File: src/rtl/eightbit_mem.sv
// 256-byte RAM plus a 4-register console I/O window (TX FIFO, RX holding register)
// for the eightbit CPU bus. Every edge is a bus cycle; rdata is registered.
module eightbit_mem #(
  parameter logic [7:0] IO_BASE  = 8'hF8,
  parameter int         TX_DEPTH = 8
) (
  input  logic       clk,
  input  logic       rst_n,
  input  logic [7:0] addr,
  input  logic [7:0] wdata,
  input  logic       we,
  output logic [7:0] rdata,
  output logic [7:0] tx_data,
  output logic       tx_valid,
  input  logic       tx_ready,
  input  logic [7:0] rx_data,
  input  logic       rx_valid,
  output logic       rx_ready
);
  localparam int PW = $clog2(TX_DEPTH);
  localparam int CW = PW + 1;

  logic [7:0]    r_mem  [256];
  logic [7:0]    r_fifo [TX_DEPTH];
  logic [PW-1:0] r_rptr, r_wptr;
  logic [CW-1:0] r_cnt;
  logic          r_ovf, r_rx_avail;
  logic [7:0]    r_rx_byte, r_rdata;

  logic       w_io, w_full, w_empty, w_pop, w_push, w_push_ok, w_drop;
  logic       w_ovf_clr, w_rx_rd, w_rx_cap;
  logic [1:0] w_off;
  logic [7:0] w_rd;

  assign w_io      = (addr[7:2] == IO_BASE[7:2]);
  assign w_off     = addr[1:0];
  assign w_full    = (r_cnt == CW'(TX_DEPTH));
  assign w_empty   = (r_cnt == '0);
  assign w_pop     = !w_empty && tx_ready;
  assign w_push    = we && w_io && (w_off == 2'd1);
  // A pop in the same edge frees the slot, so a push to a full FIFO still lands.
  assign w_push_ok = w_push && (!w_full || w_pop);
  assign w_drop    = w_push && !w_push_ok;
  assign w_ovf_clr = we && w_io && (w_off == 2'd0) && wdata[3];
  assign w_rx_rd   = w_io && (w_off == 2'd2);
  assign w_rx_cap  = rx_valid && !r_rx_avail;

  always_comb begin
    w_rd = 8'h00;
    if (!w_io) begin
      w_rd = we ? wdata : r_mem[addr];
    end else begin
      case (w_off)
        2'd0:    w_rd = {4'b0, r_ovf, r_rx_avail, w_empty, w_full};
        2'd1:    w_rd = 8'h00;
        2'd2:    w_rd = r_rx_avail ? r_rx_byte : 8'h00;
        default: w_rd = 8'(r_cnt);
      endcase
    end
  end

  // Storage arrays carry no reset: RAM survives reset, FIFO slots are masked by count.
  always_ff @(posedge clk) begin
    if (we && !w_io) r_mem[addr] <= wdata;
    if (w_push_ok)   r_fifo[r_wptr] <= wdata;
  end

  always_ff @(posedge clk or negedge rst_n) begin
    if (!rst_n) begin
      r_rdata    <= 8'h00;
      r_rptr     <= '0;
      r_wptr     <= '0;
      r_cnt      <= '0;
      r_ovf      <= 1'b0;
      r_rx_avail <= 1'b0;
      r_rx_byte  <= 8'h00;
    end else begin
      r_rdata <= w_rd;
      if (w_pop)     r_rptr <= r_rptr + PW'(1);
      if (w_push_ok) r_wptr <= r_wptr + PW'(1);
      case ({w_push_ok, w_pop})
        2'b10:   r_cnt <= r_cnt + CW'(1);
        2'b01:   r_cnt <= r_cnt - CW'(1);
        default: r_cnt <= r_cnt;
      endcase
      if (w_drop)         r_ovf <= 1'b1;
      else if (w_ovf_clr) r_ovf <= 1'b0;
      if (w_rx_rd && r_rx_avail) begin
        r_rx_avail <= 1'b0;
      end else if (w_rx_cap) begin
        r_rx_avail <= 1'b1;
        r_rx_byte  <= rx_data;
      end
    end
  end

  assign rdata    = r_rdata;
  assign tx_valid = !w_empty;
  assign tx_data  = w_empty ? 8'h00 : r_fifo[r_rptr];
  assign rx_ready = !r_rx_avail;

endmodule

File: config.mk
export PLATFORM = sky130hd
export DESIGN_NAME = eightbit_mem
export DESIGN_NICKNAME = d
export VERILOG_FILES = /design/src/rtl/eightbit_mem.sv
export SDC_FILE = /design/constraint.sdc
export NUM_CORES = 2
export LEC_CHECK = 0
export ABC_AREA = 1
export BUFFER_PORTS_ARGS = -buffer_cell sky130_fd_sc_hd__buf_2
export CORE_MARGIN = 4
export CORE_UTILIZATION = 30
export DETAILED_ROUTE_END_ITERATION = 8
export GPL_TIMING_DRIVEN = 0
export PLACE_DENSITY_LB_ADDON = 0.08
export SLEW_MARGIN = 30
export SYNTH_ARGS = -nofsm -noshare
export SYNTH_HDL_FRONTEND = slang
export SYNTH_SLANG_ARGS = --single-unit
File: constraint.sdc
create_clock -name clk -period 6.2 [get_ports clk]
set_clock_uncertainty 0.2 [all_clocks]
set_input_delay 1.24 -clock clk [delete_from_list [all_inputs] [get_ports clk]]
set_output_delay 1.24 -clock clk [all_outputs]
set_load 0.01 [all_outputs]
==> flow_metrics.py <==
metrics = {
    "placement": {
        "gp_congestion": 0.931,
        "placedInstanceArea_sq_mm": 0.0943,
        "hpwl_mm": 286,
        "dp_cells": 11500,
        "port_buffers": 46,
        "dpl_worst_slack_ps": -767,
    },
    "cells_and_area": {
        "areaGrowthSynthToFinish_pct": 18.8,
        "fin_cells": 12000,
        "nNetsFinal": 8037,
        "final_util": 0.358,
        "fillers": 28200,
        "drive_gt1_frac": 0.114,
        "postLayoutCellArea_sq_mm": 0.102,
    },
    "synthesis": {
        "ys_warn_count": 0,
        "synth_cells": 7581,
        "avgSynthCellArea_sq_um": 11.3,
        "synth_top_cell_by_area": "edfxtp_1",
        "synthesis.area_sq_mm": 0.0859,
        "seq_area_frac_synth": 0.746,
        "synth.distinct_cells": 31,
        "synthTopCellsByArea": "edfxtp_1 74%, nand2_1 17%, nor2_1 2.3%",
        "ys_ff_latch": 2140,
        "synth_top_area_frac": 0.738,
    },
    "sta": {
        "final-hold-violation-count": 0,
        "fin_hold_ws_ps": 126,
        "slew_violations": 0,
        "worst_slew_pin_slew_ps": 1130,
        "fmax_mhz": 166,
        "worst_slack_ps": 187,
        "rsz0062_at_grt": "false",
        "relSlewSlack": 0.247,
        "fin_crit_ps": 6010,
        "period_share": 0.970,
        "final-setup-viol-count": 0,
        "setup_tns_ps": 0,
    },
    "power_and_ir_drop": {
        "p_leak_nw": 37.8,
        "power_switching_mw": 8.49,
        "powerDensity_mw_per_mm2": 327,
        "power.total_mw": 33.4,
        "clockPowerShare": 0.431,
        "switching_share": 0.254,
        "peakVddDrop_v": 0.000240,
        "seqPwrFrac": 0.480,
        "p_int_mw": 24.9,
        "p_comb_frac": 0.089,
    },
    "route": {
        "wirelength_mm": 401,
        "vias_per_cell": 5.11,
        "antenna_left": 0,
        "dr.pass1.iters": 8,
        "drt_iter0_drc": 7981,
        "drcViolationCount": 0,
        "dr_total_vias": 61200,
        "routedWlPerCell_um": 33.5,
    },
    "global_routing": {
        "grt_usage": 0.266,
        "grt_max_degree": 97,
        "grt_pass1_vias": 56800,
        "grt_overflow": 0,
        "grt_pass1_wl_mm": 526,
        "antenna_found_initial": 32,
    },
    "critical_path": {
        "critical-path-max-stage-delay_ps": 950,
        "cp_data_required_time_ps": 6510,
        "crit_family": "buffers and inverters",
        "path_max_fanout": 10,
        "critPathArrivalTime_ps": 6320,
        "cp-start-kind": "input pin",
        "critPathBufInv": 6,
        "cp_cell_sequence": "buf_2, inv_1, nor2_1, clkbuf_2, clkbuf_1, nand3_1, clkbuf_2, buf_12, nor2_1",
        "endpoint_kind": "flop",
        "cp_slowest_cell": "nand3_1",
        "critPathKind": "input pin to flop",
    },
    "clock_tree": {
        "cts_made_buffers": 246,
        "clock_latency_ps": 960,
        "ctsRootBufferMaster": "clkbuf_16",
        "cts_hold_buf": 0,
        "htreeDepth": 4,
        "postCtsSetupBuffers": 0,
        "cts_num_sinks": 2140,
        "clockBufferDepth": 4,
        "cts_tree": "built",
        "cts.reportedPaths.clkPinSlew_ps": 60,
        "ctsResizeCount": 0,
    },
    "die": {
        "start_util": 0.301,
        "core_sq_mm": 0.285,
        "io_pins": 47,
        "die-area_sq_mm": 0.295,
        "die_h_um": 543,
        "rows": 196,
        "die_x_um": 543,
    },
    "job": {
        "maxCapViolCount": 0,
    },
    "hold_path": {
        "hold_class": "input pin to asynchronous set/reset pin",
    },
    "outcome": {
        "outcome": "complete, no violations",
    },
}
[sequential cells by signal, summed over array words and instances (netlist names)]
name,cells
r_rx_byte,8
r_wptr,3
r_mem,2048
r_ovf,1
rdata,8
r_fifo,64
r_rptr,3
r_cnt,4
r_rx_avail,1
[final timing paths]
path                       cells past startpoint           from  slack, ps       endpoint
min in group clk                               2   r_rx_byte[7]        290       rdata[7]
hold reg to reg                                2   r_rx_byte[7]        290       rdata[7]
hold / removal                                 1          rst_n        130       rdata[4]
max in group asynchronous                      1          rst_n       5180      r_wptr[1]
setup reg to reg                              14  r_mem[176][0]       3100       rdata[0]
setup / recovery                               9        addr[3]        190  r_mem[153][5]
[area by class of cell]
type / instances / area [sq um] / area share
Timing Repair Buffer: 145 / 2820 / 0.0276
Inverter: 44 / 165 / 0.00162
Tap cell: 3762 / 4710 / 0.0461
Clock buffer: 310 / 6530 / 0.0639
Buffer: 388 / 1820 / 0.0178
Multi-Input combinational cell: 5040 / 20700 / 0.203
Antenna cell: 8 / 20.0 / 0.000196
Sequential cell: 2140 / 64100 / 0.628
Clock inverter: 139 / 1230 / 0.0120
[layout by cell type (no fill, tap or decap), types with 46 or more instances in the layout]
cell type | synthesis | layout
clkbuf_2 | 0 | 151
clkinv_2 | 0 | 46
buf_16 | 0 | 77
nand3_1 | 128 | 127
nand4_1 | 168 | 168
clkinv_1 | 7 | 70
nor2_2 | 1 | 141
nand2_1 | 3806 | 3806
buf_2 | 104 | 162
a21oi_1 | 88 | 88
edfxtp_1 | 2112 | 2112
clkbuf_16 | 0 | 248
clkbuf_1 | 251 | 152
o21ai_1 | 142 | 142
nor2_1 | 536 | 379
o21ai_0 | 55 | 55
[power groups by stage]
stage / Clock [mW] / Combinational [mW] / Sequential [mW]
floorplan: 0 / 1.14 / 16.3
global placement: 0 / 2.75 / 16.4
detailed placement: 0 / 2.95 / 16.3
CTS: 14.6 / 2.95 / 16.0
global route: 15.2 / 3.12 / 16.0
finish: 14.4 / 2.98 / 16.0
[routing by layer]
| layer | vias to the layer above | track usage | wire [um] |
|---|---|---|---|
| met3 | 564 | 0.0558 | 35000 |
| met1 | 31200 | 0.375 | 174000 |
| met4 | 6 | 0.0891 | 15400 |
| li1 | 26500 | - | - |
| met5 | - | 0 | 40 |
| met2 | 2846 | 0.408 | 177000 |
[cell usage after synthesis]
cell	instances
a21oi_1	88
a22oi_1	29
a31oi_1	8
buf_1	30
buf_2	104
buf_4	3
clkbuf_1	251
clkinv_1	7
conb_1	1
dfrtp_1	28
edfxtp_1	2112
ha_1	3
inv_1	36
inv_2	1
mux2_2	8
nand2_1	3806
nand3_1	128
nand4_1	168
nor2_1	536
nor2_2	1
nor3_1	12
o211ai_1	1
o21ai_0	55
o21ai_1	142
o21bai_1	4
o22ai_1	8
o2bb2ai_1	1
o31ai_1	1
o41ai_1	1
or2_1	1
xor2_1	7
[kinds of logic (layout without fill, tap and decap cells)]
logic type,Yosys count,count (layout),share of synthesized area
AND/OR/NAND/NOR,4652,4652,0.210
flip-flops,2140,2140,0.746
buffers and inverters,432,1026,0.0205
AO/OA/AOI/OAI,338,338,0.0210
multiplexers,8,8,0.00105
XOR/XNOR,7,7,0.000713
adder cells (fa/ha/maj),3,3,0.000437
other,1,40,0.0000436
Power figures use the tool's default switching activity.
